<file path="config.mk">
export PLATFORM = sky130hd
export DESIGN_NAME = alu_arbiter
export DESIGN_NICKNAME = d
export VERILOG_FILES = /design/src/rtl/alu_pkg.sv /design/src/rtl/rr_arb2.sv /design/src/rtl/alu_arbiter.sv
export SDC_FILE = /design/constraint.sdc
export NUM_CORES = 1
export LEC_CHECK = 0
export ABC_AREA = 1
export BUFFER_PORTS_ARGS = -buffer_cell sky130_fd_sc_hd__buf_2
export CORE_AREA = 5 5 60 62
export CTS_CLUSTER_DIAMETER = 30
export DETAILED_ROUTE_END_ITERATION = 16
export DIE_AREA = 0 0 65 67
export PLACE_DENSITY = 0.85
export SLEW_MARGIN = 20
export SYNTH_ARGS = -nofsm -noshare
export SYNTH_HDL_FRONTEND = slang
export SYNTH_HIERARCHICAL = 1
export SYNTH_SLANG_ARGS = --single-unit
</file>
<file path="constraint.sdc">
create_clock -name clk -period 3.1 [get_ports clk]
set_input_delay 0.62 -clock clk [delete_from_list [all_inputs] [get_ports clk]]
set_output_delay 0.62 -clock clk [all_outputs]
set_load 0.02 [all_outputs]
</file>
<file path="src/rtl/alu_pkg.sv">
// Shared definitions for the two-requester ALU arbiter: data width, FSM
// encoding, command bundle and ALU opcode constants used by benches.
package alu_pkg;

  localparam int DATA_W = 4;

  localparam logic [1:0] ST_IDLE = 2'd0;
  localparam logic [1:0] ST_EXEC = 2'd1;
  localparam logic [1:0] ST_RESP = 2'd2;

  // Opcodes understood by the shared ALU; the arbiter forwards them untouched.
  localparam logic [DATA_W-1:0] OP_ADD = 4'h0;
  localparam logic [DATA_W-1:0] OP_SUB = 4'h1;
  localparam logic [DATA_W-1:0] OP_INC = 4'h2;
  localparam logic [DATA_W-1:0] OP_DEC = 4'h3;
  localparam logic [DATA_W-1:0] OP_AND = 4'h4;
  localparam logic [DATA_W-1:0] OP_OR  = 4'h5;
  localparam logic [DATA_W-1:0] OP_XOR = 4'h6;

  typedef struct packed {
    logic [DATA_W-1:0] op;
    logic [DATA_W-1:0] a;
    logic [DATA_W-1:0] b;
  } alu_cmd_t;

endpackage

</file>
<file path="src/rtl/rr_arb2.sv">
// Two-way round-robin grant. The pointer remembers the requester served last;
// it resets to 1 so requester 0 wins the first contention.
module rr_arb2 (
  input  logic       clk,
  input  logic       rst,
  input  logic [1:0] req,
  input  logic       update,
  output logic [1:0] grant
);

  logic last_q;

  always_ff @(posedge clk) begin
    if (rst) begin
      last_q <= 1'b1;
    end else if (update) begin
      last_q <= grant[1];
    end
  end

  // NOTE: grant gets a default before the case so no path infers a latch.
  always_comb begin
    grant = 2'b00;
    case (req)
      2'b01:   grant = 2'b01;
      2'b10:   grant = 2'b10;
      2'b11:   grant = last_q ? 2'b01 : 2'b10;
      default: grant = 2'b00;
    endcase
  end

endmodule

</file>
<file path="src/rtl/alu_arbiter.sv">
// Arbitrates two requesters onto one multi-cycle ALU, one command in flight.
// Define ALU_ARB_FIXED_PRIO_EN to make requester 0 always win contention.
module alu_arbiter
  import alu_pkg::*;
#(
  parameter int ALU_LAT = 1
) (
  input  logic              clk,
  input  logic              rst,
  input  logic              req0_valid,
  output logic              req0_ready,
  input  logic [DATA_W-1:0] req0_op,
  input  logic [DATA_W-1:0] req0_a,
  input  logic [DATA_W-1:0] req0_b,
  output logic              rsp0_valid,
  input  logic              rsp0_ready,
  output logic [DATA_W-1:0] rsp0_data,
  output logic              rsp0_cout,
  input  logic              req1_valid,
  output logic              req1_ready,
  input  logic [DATA_W-1:0] req1_op,
  input  logic [DATA_W-1:0] req1_a,
  input  logic [DATA_W-1:0] req1_b,
  output logic              rsp1_valid,
  input  logic              rsp1_ready,
  output logic [DATA_W-1:0] rsp1_data,
  output logic              rsp1_cout,
  output logic              alu_en,
  output logic [DATA_W-1:0] alu_op,
  output logic [DATA_W-1:0] alu_a,
  output logic [DATA_W-1:0] alu_b,
  input  logic [DATA_W-1:0] alu_y,
  input  logic              alu_c
);

  localparam logic [3:0] LAT_LAST = 4'(ALU_LAT - 1);

  logic [1:0]        state_q;
  alu_cmd_t          cmd_q;
  logic              owner_q;
  logic [3:0]        cnt_q;
  logic [DATA_W-1:0] y_q;
  logic              c_q;

  logic [1:0] grant;
  logic       idle;
  logic       accept;
  logic       exec;
  logic       resp;
  logic       owner_ready;

`ifdef ALU_ARB_FIXED_PRIO_EN
  assign grant = req0_valid ? 2'b01 : (req1_valid ? 2'b10 : 2'b00);
`else
  rr_arb2 u_rr_arb2 (
    .clk    (clk),
    .rst    (rst),
    .req    ({req1_valid, req0_valid}),
    .update (accept),
    .grant  (grant)
  );
`endif

  // Ready is masked during reset so no command slips in on a reset edge.
  assign idle        = (state_q == ST_IDLE) && !rst;
  assign req0_ready  = idle & grant[0];
  assign req1_ready  = idle & grant[1];
  assign accept      = req0_ready | req1_ready;
  assign owner_ready = owner_q ? rsp1_ready : rsp0_ready;

  // NOTE: all state below uses non-blocking assignments so every register
  // samples pre-edge values regardless of statement order.
  always_ff @(posedge clk) begin
    if (rst) begin
      state_q <= ST_IDLE;
      cmd_q   <= '0;
      owner_q <= 1'b0;
      cnt_q   <= '0;
      y_q     <= '0;
      c_q     <= 1'b0;
    end else begin
      case (state_q)
        ST_IDLE: begin
          if (accept) begin
            cmd_q   <= grant[1] ? alu_cmd_t'{req1_op, req1_a, req1_b}
                                : alu_cmd_t'{req0_op, req0_a, req0_b};
            owner_q <= grant[1];
            cnt_q   <= LAT_LAST;
            state_q <= ST_EXEC;
          end
        end
        ST_EXEC: begin
          if (cnt_q == 4'd0) begin
            y_q     <= alu_y;
            c_q     <= alu_c;
            state_q <= ST_RESP;
          end else begin
            cnt_q <= cnt_q - 4'd1;
          end
        end
        ST_RESP: begin
          if (owner_ready) begin
            state_q <= ST_IDLE;
          end
        end
        default: state_q <= ST_IDLE;
      endcase
    end
  end

  assign exec   = (state_q == ST_EXEC);
  assign resp   = (state_q == ST_RESP);
  assign alu_en = exec;
  assign alu_op = exec ? cmd_q.op : '0;
  assign alu_a  = exec ? cmd_q.a  : '0;
  assign alu_b  = exec ? cmd_q.b  : '0;

  assign rsp0_valid = resp & ~owner_q;
  assign rsp1_valid = resp & owner_q;
  assign rsp0_data  = rsp0_valid ? y_q : '0;
  assign rsp0_cout  = rsp0_valid & c_q;
  assign rsp1_data  = rsp1_valid ? y_q : '0;
  assign rsp1_cout  = rsp1_valid & c_q;

endmodule

</file>
== Yosys cells after proc, flatten, opt, wreduce, memory -nomap -nowiden ==
Index checks and enable logic that the tools add are counted.

* Register bits after elaboration: 25
* Word-level logic and storage cells: 52

* $add $sub $neg: 1
* Eq/ne operators: 9
* Mux-type cells: 16
* Bitwise operators: 8
* Reductions and logical operators: 9

{| class="wikitable"
|+ Operators with widths
! operator !! number
|-
| $mux 4 || 7
|-
| $mux 12 || 1
|-
| $pmux 2 s3 || 2
|-
| $mux 2 || 4
|-
| $pmux 4 s2 || 1
|-
| $and 1x1->1 || 6
|-
| $eq 2x2->1 const B || 3
|-
| $reduce_and 3->1 || 2
|-
| $eq 2x1->1 const B || 2
|-
| $logic_not 4->1 || 1
|-
| $ne 2x1->1 const B || 2
|-
| $ne 2x2->1 const B || 2
|-
| $reduce_and 2->1 || 2
|-
| $sub 4x1->4 const B || 1
|-
| $logic_not 2->1 || 1
|-
| $reduce_bool 2->1 || 1
|-
| $logic_and 1x1->1 || 1
|-
| $logic_not 1->1 || 1
|-
| $mux 1 || 1
|-
| $not 1->1 || 1
|-
| $or 1x1->1 || 1
|}

== Longest topological paths before layout ==
Gate-level depths: netlist (run 1).

* Depth after elaboration: 6
* Mapped depth: 8

== Modules after synthesis ==
Netlist (run 1), hierarchy kept.

{| class="wikitable"
|+ By module, submodules not included
! module !! instances !! cells an instance !! area each (µm²) !! sequential area each (µm²)
|-
| alu_arbiter || 1 || 190 || 1356.3 || 480.5
|-
| rr_arb2 || 1 || 9 || 58.8 || 20.0
|}

== Worst setup path after synthesis (run 1) ==
Ideal clock, no wire load.

* Kind: register to output
* Start point: reg state_q[1]
* End point: out rsp1_cout
* Arrival: 1.378 ns
* Required time: 2.480 ns
* Setup slack: 1.102 ns
* Stages on the path, launching flop included: 7
* Buffers on the path: 0
* Cells stage by stage: dfxtp_1 -> inv_2 -> nor2_1 -> inv_1 -> nor2_1 -> inv_1 -> nor2_1

* Longest elaborated chain between the ends: 3

{| class="wikitable"
|+ RTL lines
! element !! RTL line !! RTL
|-
| start: declaration || alu_arbiter.sv:38 || <nowiki>logic [1:0] state_q;</nowiki>
|-
| start signal: assignment || alu_arbiter.sv:75 || <nowiki>state_q <= ST_IDLE;</nowiki>
|-
| start signal: assignment || alu_arbiter.sv:89 || <nowiki>state_q <= ST_EXEC;</nowiki>
|-
| start signal: assignment || alu_arbiter.sv:96 || <nowiki>state_q <= ST_RESP;</nowiki>
|-
| $eq 2x2->1 || alu_arbiter.sv:112 || <nowiki>assign resp = (state_q == ST_RESP);</nowiki>
|-
| $and 1x1->1 || alu_arbiter.sv:119 || <nowiki>assign rsp1_valid = resp & owner_q;</nowiki>
|-
| net rsp1_valid || alu_arbiter.sv:24 || <nowiki>output logic rsp1_valid,</nowiki>
|-
| $and 1x1->1 || alu_arbiter.sv:123 || <nowiki>assign rsp1_cout = rsp1_valid & c_q;</nowiki>
|-
| end: declaration || alu_arbiter.sv:27 || <nowiki>output logic rsp1_cout,</nowiki>
|}

The timed path passes the listed nets, and every way through them passes these cells.

== Final worst setup path (run 1) ==
* Start point: in req0_valid
* End point: out req1_ready

* Longest elaborated chain between the ends: 3
* Elaborated cells between the ends (all ways): 5
* Classes of those cells: eq/ne (3); mux (1); bitwise (1)

{| class="wikitable"
|+ RTL lines
! element !! RTL line !! RTL
|-
| start: declaration || alu_arbiter.sv:10 || <nowiki>input logic req0_valid,</nowiki>
|-
| $eq 2x2->1 or $eq 2x1->1 (tied branches) || rr_arb2.sv:24 || <nowiki>case (req)</nowiki>
|-
| $pmux 2 s3 * || rr_arb2.sv:24 ||
|-
| net grant[1] || alu_arbiter.sv:45 || <nowiki>logic [1:0] grant;</nowiki>
|-
| $and 1x1->1 * || alu_arbiter.sv:67 || <nowiki>assign req1_ready = idle & grant[1];</nowiki>
|-
| end: declaration || alu_arbiter.sv:20 || <nowiki>output logic req1_ready,</nowiki>
|}

The timed path passes the listed nets; every way through them passes the cells marked *.

==> impl_metrics.tcl, run 1 <==
set metrics [dict create \
    dpl-instance-area_um2 1725 \
    routabilityCongestion 0.7859 \
    drtPass1Iterations 4 \
    htreeDepth 1 \
    cts.clk_slew.worst_paths_ps 130 \
    power_density_nw_per_um2 419.5 \
    fmax_ghz 0.4400 \
    period_share_pct 73.31 \
    ys_seq_area_share_pct 35.37 \
    tritoncts "yes" \
    cts-root-buf "clkbuf_4" \
    grt_max_degree 24 \
    overflow 0 \
    use_met2_pct 30.91 \
    layout.cells.non_filler 292 \
    dr.first_iter.drc_count 56 \
    port_buffers 61 \
    post-place-cells 288 \
    fin_area_um2 1752 \
    die_x_um 65 \
    synthCells 199 \
    hold_violations 0 \
    clock_latency_ps 320 \
    synth-seq-cells 25 \
    cp.arrival_ps 1650 \
    crit_required_ps 2480 \
    syn2layout_area_growth_pct 23.78 \
    synth_edf_count 0 \
    viasPerCell 4.798 \
    worst-setup-path-type "input port to primary output" \
    routedWlPerCell_um 11.28 \
    end_kind "primary output" \
    rows 20 \
    min_period_ps 2273 \
    busiest_layer "met2" \
    outcome "complete, no violations" \
    setup_viol 0 \
    fillers 294 \
    startpoint_type "input port" \
    clockBufferDepth 2 \
    yosysWarnings 6 \
    hold_class "flop to flop" \
    async_reset_ff_share_pct 0 \
    peakVddDrop_v 0.0002700 \
    cts_resized 0 \
    final_max_slew_viol_count 0 \
    gr-usage-all-layers_pct 15.76 \
    rsz0062_at_grt "false" \
    ctsHoldBuffers 0 \
    fin_hold_ws_ps 510.9 \
    grt_first_pass_wirelength_mm 5.382 \
    finalWirelength_mm 3.295 \
    grt_use_met3_pct 2.698 \
    nets 297 \
    vias 1401 \
    die_y_um 67 \
    drv_cap 0 \
    syn_area_um2 1415 \
    p_leak_nw 0.9000 \
    antenna_found_initial 0 \
    slew_headroom_pct 70.28 \
    ys.flop_type "dfxtp_1" \
    critPathMaxFanout 7 \
    dp_hpwl_mm 2.625 \
    die_area_um2 4355 \
    ant_nets 0 \
    coreArea_um2 2978 \
    synth_nets 236 \
    total_power_uw 734.8 \
    drc 0 \
    use_met1_pct 16.36 \
    initial_utilization_pct 47.52 \
    first_global_vias 1326 \
    syn_area_per_cell_um2 7.111 \
    cts_buffers 3 \
    fin_tns_setup_ps 0 \
    tightest_slew_ps 443.7 \
    diodes 0 \
    skew_ps 5.226 \
    cts_setup_buffers 0 \
    pin_count 62 \
    drive_gt1_share_pct 31.27 \
    yosysUniqueCellTypes 26 \
    cts.sinks 25 \
]
-- cell usage in the layout (no fill, tap or decap), types with 2 or more instances in the layout --
cell type	netlist	final
o21ai_2	4	4
inv_1	31	31
o21ai_1	5	5
nand3_1	9	9
buf_2	2	61
nor2_1	65	65
a21oi_1	5	5
mux2_2	2	2
nand2_4	2	2
mux2_1	10	10
nand2_1	13	13
dfxtp_1	25	25
o21ai_0	8	8
nor2_4	2	2
clkbuf_4	0	3
ha_1	2	2
inv_2	3	3
-- Yosys cell counts (2+ instances only) --
library cell	count	share of area (%)
nand2_1	13	3.4
o21ai_1	5	1.8
o21ai_0	8	2.8
dfxtp_1	25	35
nand2_4	2	1.6
ha_1	2	1.8
nor2_1	65	17
mux2_1	10	8.0
inv_1	31	8.2
nand3_1	9	3.2
mux2_2	2	1.6
inv_2	3	0.80
nor2_4	2	1.6
buf_2	2	0.71
a21oi_1	5	1.8
buf_6	2	1.6
o21ai_2	4	2.5
-- layout make-up --
class                      count  area, µm²  share of cell area [%]
multi-input combinational    133      737.0                   42.07
inverter                      35      133.9                   7.643
clock buffer                   4      26.28                   1.500
timing repair buffer          62      312.8                   17.86
sequential                    25      500.5                   28.57
tap                           33      41.29                   2.357
-- metal layers --
metal  vias up  share of wire (%)
li1        733                  -
met1       633                 42
met2        29                 53
met3         6                3.8
met4         0                1.5
met5         -                  0
-- worst max-delay path, cell delays in order --
cell and delay (ps):
buf_2 100, nand2_1 70, and2_1 350, nand3_1 240
inv_1 100, buf_2 160
-- final timing paths --
check	from	to	slack, ps	cells after the start
worst max-delay path	req0_valid	req1_ready	830	6
worst min-delay path	cnt_q[1]$_SDFFE_PP0P_	cnt_q[1]$_SDFFE_PP0P_	510	2
worst max register to register	u_rr_arb2/last_q$_SDFFE_PP1P_	cmd_q[7]$_SDFFE_PP0P_	1340	6
worst min register to register	cnt_q[1]$_SDFFE_PP0P_	cnt_q[1]$_SDFFE_PP0P_	510	2
-- where the power goes --
group / switching (mW) / total [mW] / internal (mW) / leakage (nW)
Combinational: 0.129 / 0.211 / 0.0820 / 0.680
Clock: 0.0947 / 0.145 / 0.0503 / 0.0150
Sequential: 0.0220 / 0.378 / 0.356 / 0.205
-- registers in the layout, summed over array words and instances, names as in the netlist --
name / cells
state_q: 2
owner_q: 1
cnt_q: 4
cmd_q: 12
y_q: 4
c_q: 1
u_rr_arb2/last_q: 1
-- metrics by stage --
step | utilization (%) | setup WS (ps)
global route | 58.82 | 657.8
floorplan | - | 1102
detailed placement | 57.94 | 823.9
CTS | 58.82 | 822.3
global placement | 57.94 | 874.6
finish | 58.82 | 827.4
-- logic make-up after synthesis --
family	share of synthesized area [%]
compound gates	11.41
mux	9.549
buf+inv	12.56
flops	35.37
simple gates	28.74
xor+xnor	0.6190
fa+ha+maj	1.768
No activity file was read; power rests on OpenSTA's default activity.
==> inputs of run 2 (changes only) <==
--- a/config.mk
+++ b/config.mk
@@ -5,13 +5,13 @@
 export SDC_FILE = /design/constraint.sdc
 export NUM_CORES = 1
 export LEC_CHECK = 0
-export ABC_AREA = 1
+export ABC_AREA = 0
 export BUFFER_PORTS_ARGS = -buffer_cell sky130_fd_sc_hd__buf_2
-export CORE_AREA = 5 5 60 62
+export CORE_AREA = 5 5 61 63
 export CTS_CLUSTER_DIAMETER = 30
 export DETAILED_ROUTE_END_ITERATION = 16
-export DIE_AREA = 0 0 65 67
-export PLACE_DENSITY = 0.85
+export DIE_AREA = 0 0 66 68
+export PLACE_DENSITY = 0.81
 export SLEW_MARGIN = 20
 export SYNTH_ARGS = -nofsm -noshare
 export SYNTH_HDL_FRONTEND = slang
==> constraint.sdc (replaced) <==
create_clock -name clk -period 2.3 [get_ports clk]
set_input_delay 0.46 -clock clk [delete_from_list [all_inputs] [get_ports clk]]
set_output_delay 0.46 -clock clk [all_outputs]
set_load 0.02 [all_outputs]
==> impl_metrics.tcl, run 2 <==
set metrics [dict create \
    die_y_um 68 \
    coreArea_um2 3179 \
    post-place-cells 257 \
    slew_headroom_pct 59.07 \
    gr-usage-all-layers_pct 14.39 \
    synth_top_cell_area_share_pct 37.00 \
    skew_ps 1.983 \
    synth_nets 193 \
    die_area_um2 4488 \
    period_share_pct 88.87 \
    clockBufferDepth 2 \
    cts-root-buf "clkbuf_4" \
    setup_viol 0 \
    cts_setup_buffers 0 \
    first_global_vias 1187 \
    ys_seq_area_share_pct 37.00 \
    clock_latency_ps 310 \
    dp_hpwl_mm 2.543 \
    synth_common_cells "dfxtp_1, and2_1, a21oi_1, mux2i_1, a211oi_1" \
    layout_setup_ws_ps 255.9 \
    die_x_um 66 \
    yosysWarnings 6 \
    synth-seq-cells 25 \
    htreeDepth 1 \
    fin_area_um2 1737 \
    viasPerCell 5.015 \
    ctsHoldBuffers 0 \
    dr.first_iter.drc_count 68 \
    hold_depth 3 \
    layout.cells.non_filler 261 \
    min_period_ps 2044 \
    cts.clk_slew.worst_paths_ps 130 \
    cp.arrival_ps 1580 \
    hold_violations 0 \
    tightest_slew_ps 612.6 \
    rsz0062_at_grt "false" \
    fin_tns_setup_ps 0 \
    initial_utilization_pct 42.54 \
    drtPass1Iterations 4 \
    syn2layout_area_growth_pct 28.40 \
    end_kind "primary output" \
    fmax_ghz 0.4892 \
    cts.sinks 25 \
    power_density_nw_per_um2 518.2 \
    vias 1309 \
    rr_worst_depth 5 \
    synth_most_common_cell "dfxtp_1" \
    final_core_util_pct 54.62 \
    yosysUniqueCellTypes 36 \
    yosys.area.top_type "dfxtp_1" \
    peakVddDrop_v 0.0003893 \
    drive_gt1_share_pct 36.28 \
    critPathMaxFanout 13 \
    nets 253 \
    p_leak_nw 0.8238 \
    outcome "complete, no violations" \
    drc 0 \
    fin_hold_ws_ps 382.8 \
    grt_max_degree 16 \
    port_buffers 61 \
    total_power_uw 899.9 \
    cts_buffers 3 \
    syn_area_per_cell_um2 8.670 \
    grt_first_pass_wirelength_mm 5.209 \
    synth_edf_count 0 \
    diodes 0 \
    syn_area_um2 1353 \
    final_common_cell "buf_2" \
    finalWirelength_mm 3.268 \
    antenna_found_initial 0 \
    drv_cap 0 \
    largest_reg_flops 12 \
    tritoncts "yes" \
    rows 21 \
    routedWlPerCell_um 12.52 \
    ant_nets 0 \
    final_cell_mix "buf_2, dfxtp_1, and2_1" \
    hold_class "input port to flop" \
    synthCells 156 \
    pin_count 62 \
    yosys-top-cells-area "dfxtp_1, and2_1, mux2i_1" \
    top_regs "cmd_q: 12 flops, cnt_q: 4 flops, y_q: 4 flops" \
    async_reset_ff_share_pct 0 \
    final_max_slew_viol_count 0 \
    overflow 0 \
    dpl-instance-area_um2 1703 \
    ys.flop_type "dfxtp_1" \
    largest-register "cmd_q" \
    crit_required_ps 1840 \
    routabilityCongestion 0.8236 \
    place_ws_ps 503.3 \
    startpoint_type "flop" \
    worst-setup-path-type "flop to primary output" \
    cts_resized 0 \
]
## run 2: logic make-up after synthesis
kind of cell / count (synthesis) / synth area share (%)
flops: 25 / 37.00
fa+ha+maj: 2 / 1.850
simple gates: 54 / 24.24
mux: 14 / 10.36
compound gates: 44 / 21.18
buf+inv: 17 / 5.365
## run 2: worst max-delay path, cell delays in order, from the launching register on
cell      delay, ps
dfxtp_1         390
nand2b_2        270
inv_1           270
and2_1          180
buf_2           160
## run 2: final timing paths
kind,startpoint,end,slack (ps)
worst max register to register,cnt_q[0]$_SDFFE_PP0P_,cnt_q[1]$_SDFFE_PP0P_,710
worst min register to register,cnt_q[1]$_SDFFE_PP0P_,cnt_q[1]$_SDFFE_PP0P_,490
worst max-delay path,state_q[1]$_SDFFE_PP0P_,alu_a[3],260
worst min-delay path,alu_y[2],y_q[2]$_SDFFE_PP0P_,380
## run 2: layer usage
metal,wire length (µm),part of all wire (%),up-vias,GRT usage [%]
met5,0,0,-,0
met4,55,1.7,0,6.599
met3,183,5.6,4,1.314
met2,1532,47,33,23.40
met1,1496,46,592,19.38
li1,-,-,680,-
## run 2: area by class of cell
cell class,count,area (µm²)
tap,46,57.56
multi-input combinational,114,790.8
timing repair buffer,65,335.3
fill,298,1443
inverter,7,26.28
clock buffer,4,26.28
sequential,25,500.5
## run 2: power by group
| part | leakage, nW | switching [mW] | internal, mW |
|---|---|---|---|
| Sequential | 0.205 | 0.0226 | 0.467 |
| Clock | 0.0150 | 0.127 | 0.0678 |
| Combinational | 0.604 | 0.119 | 0.0964 |
==> inputs of run 3 (changes only) <==
--- a/config.mk
+++ b/config.mk
@@ -7,13 +7,12 @@
 export LEC_CHECK = 0
 export ABC_AREA = 0
 export BUFFER_PORTS_ARGS = -buffer_cell sky130_fd_sc_hd__buf_2
-export CORE_AREA = 5 5 61 63
+export CORE_AREA = 5 5 60 62
 export CTS_CLUSTER_DIAMETER = 30
 export DETAILED_ROUTE_END_ITERATION = 16
-export DIE_AREA = 0 0 66 68
-export PLACE_DENSITY = 0.81
+export DIE_AREA = 0 0 65 67
+export PLACE_DENSITY = 0.83
 export SLEW_MARGIN = 20
 export SYNTH_ARGS = -nofsm -noshare
 export SYNTH_HDL_FRONTEND = slang
-export SYNTH_HIERARCHICAL = 1
 export SYNTH_SLANG_ARGS = --single-unit
==> impl_metrics.tcl, run 3 <==
set metrics [dict create \
    layout.cells.non_filler 260 \
    yosys-top-cells-area "dfxtp_1, and2_1, a21oi_1" \
    end_kind "primary output" \
    startpoint_type "flop" \
    gr-usage-all-layers_pct 16.22 \
    die_x_um 65 \
    fin_hold_ws_ps 375.4 \
    cp.arrival_ps 1720 \
    routed.top_layer "met4" \
    layout_setup_ws_ps 120.9 \
    p_switching_uw 303.0 \
    tightest_slew_ps 413.3 \
    synth_most_common_cell "dfxtp_1" \
    diodes 0 \
    antenna_found_initial 0 \
    yosys.area.top_type "dfxtp_1" \
    htreeDepth 1 \
    pin_count 62 \
    first_global_vias 1341 \
    synth_top_cell_area_share_pct 37.38 \
    slew_headroom_pct 72.38 \
    ant_nets 0 \
    cts_buffers 3 \
    netSwitchingFraction_pct 32.08 \
    setup_viol 0 \
    die_area_um2 4355 \
    hold_class "input port to flop" \
    port_buffers 61 \
    grt_first_pass_wirelength_mm 5.706 \
    dpl-instance-area_um2 1667 \
    rsz0062_at_grt "true" \
    p_int_uw 641.5 \
    wl_met1_mm 1.484 \
    wl_met3_um 241 \
    rows 20 \
    final_common_cell "buf_2" \
    vias 1419 \
    tritoncts "yes" \
    cts.clk_slew.worst_paths_ps 130 \
    ys.flop_type "dfxtp_1" \
    synthCells 169 \
    top_regs "cmd_q: 12 flops, cnt_q: 4 flops, y_q: 4 flops" \
    largest_reg_flops 12 \
    cts-root-buf "clkbuf_4" \
    yosysUniqueCellTypes 33 \
    coreArea_um2 2978 \
    peakVddDrop_v 0.0002783 \
    synth_nets 205 \
    drive_gt1_share_pct 33.92 \
    cts.sinks 25 \
    largest-register "cmd_q" \
    period_share_pct 94.74 \
    nets 264 \
    yosysWarnings 0 \
    fillers 292 \
    finalWirelength_mm 3.466 \
    syn2layout_area_growth_pct 27.38 \
    p_leak_nw 0.8155 \
    final_max_slew_viol_count 0 \
    clock_latency_ps 310 \
    async_reset_ff_share_pct 0 \
    p_seq_share_pct 52.6 \
    post-place-cells 255 \
    place_ws_ps 480.9 \
    grt_max_degree 25 \
    p_comb_share_pct 26.9 \
    drc 0 \
    clockBufferDepth 2 \
    drv_cap 0 \
    hold_violations 0 \
    min_period_ps 2179 \
    syn_area_um2 1339 \
    power_density_nw_per_um2 553.8 \
    worst-setup-path-type "flop to primary output" \
    ys_seq_area_share_pct 37.38 \
    met2_length_mm 1.711 \
    initial_utilization_pct 44.96 \
    syn_area_per_cell_um2 7.922 \
    outcome "complete, no violations" \
    dr.first_iter.drc_count 41 \
    viasPerCell 5.458 \
    skew_ps 3.500 \
    routabilityCongestion 0.7566 \
    die_y_um 67 \
    routedWlPerCell_um 13.33 \
    synth-seq-cells 25 \
    fmax_ghz 0.4589 \
    synth_common_cells "dfxtp_1, a21oi_1, and2_1, nand3_1, nand2_1" \
    final_cell_mix "buf_2, dfxtp_1, a21oi_1" \
    overflow 0 \
    synth_edf_count 0 \
    drtPass1Iterations 4 \
    dp_hpwl_mm 2.552 \
    r2r_setup_slack_ps 530 \
    fin_area_um2 1705 \
    crit_required_ps 1840 \
    critPathMaxFanout 12 \
    clkPwrFrac_pct 20.5 \
]
[run 3: cell types whose count changed after synthesis, sizes merged, moves of 4 or more]
cell / change
and2: -4
a311oi: +12
nand3: +13
and3: +6
nand2: +10
mux2i: -13
clkbuf: +4
a211oi: -12
[run 3: what timing repair did]
action	4_1_cts	5_1_grt
resized for setup	0	2
hold buffers	0	0
buffers inserted	0	0
setup endpoints to repair	0	12
[run 3: area by class of cell]
cell class	instances	area [µm²]	area share, %
timing repair buffer	67	350.3	20.54
timing repair inverter	1	7.507	0.4402
clock buffer	3	22.52	1.321
sequential	25	500.5	29.35
inverter	4	18.77	1.101
clock inverter	1	5.005	0.2935
tap	33	41.29	2.421
multi-input combinational	126	759.5	44.53
[run 3: path summary, 6_finish.rpt]
path	from	endpoint	cells past startpoint
setup reg to reg	cnt_q[0]$_SDFFE_PP0P_	cnt_q[1]$_SDFFE_PP0P_	5
hold reg to reg	y_q[3]$_SDFFE_PP0P_	y_q[3]$_SDFFE_PP0P_	2
hold / removal	alu_c	c_q$_SDFFE_PP0P_	3
setup / recovery	state_q[1]$_SDFFE_PP0P_	alu_op[3]	4
[run 3: cells by family (layout without fill, tap and decap cells)]
group           after synthesis  in the layout  share of synthesized area [%]
buf+inv                      18             76                          5.887
compound gates               48             48                          22.99
fa+ha+maj                     1              1                         0.9344
flops                        25             25                          37.38
mux                           2              2                          1.589
simple gates                 75             75                          31.22
[run 3: per-stage QoR]
step,TNS [ps],total power [mW],utilization (%)
floorplan,0,0.6722,-
global placement,0,0.7510,55.97
detailed placement,0,0.7568,55.97
CTS,0,0.9487,56.89
global route,-24.09,1.010,57.27
finish,0,0.9445,57.27
[run 3: routing by layer]
metal / vias to the layer above / GRT usage [%]
li1: 725 / -
met1: 637 / 19.59
met2: 55 / 29.50
met3: 2 / 1.855
met4: 0 / 5.541
met5: - / 0
[run 3: critical path: stages (launching register included)]
cell	delay, ps
dfxtp_1	450
nand2b_1	300
clkinvlp_4	270
and2_1	220
buf_2	160
[run 3: power groups by stage]
stage	Clock [mW]	Combinational [mW]	Sequential [mW]
after floorplan	0	0.174	0.498
after global placement	0	0.246	0.505
after detailed placement	0	0.251	0.506
after CTS	0.201	0.251	0.497
after global routing	0.217	0.289	0.503
final	0.194	0.254	0.496
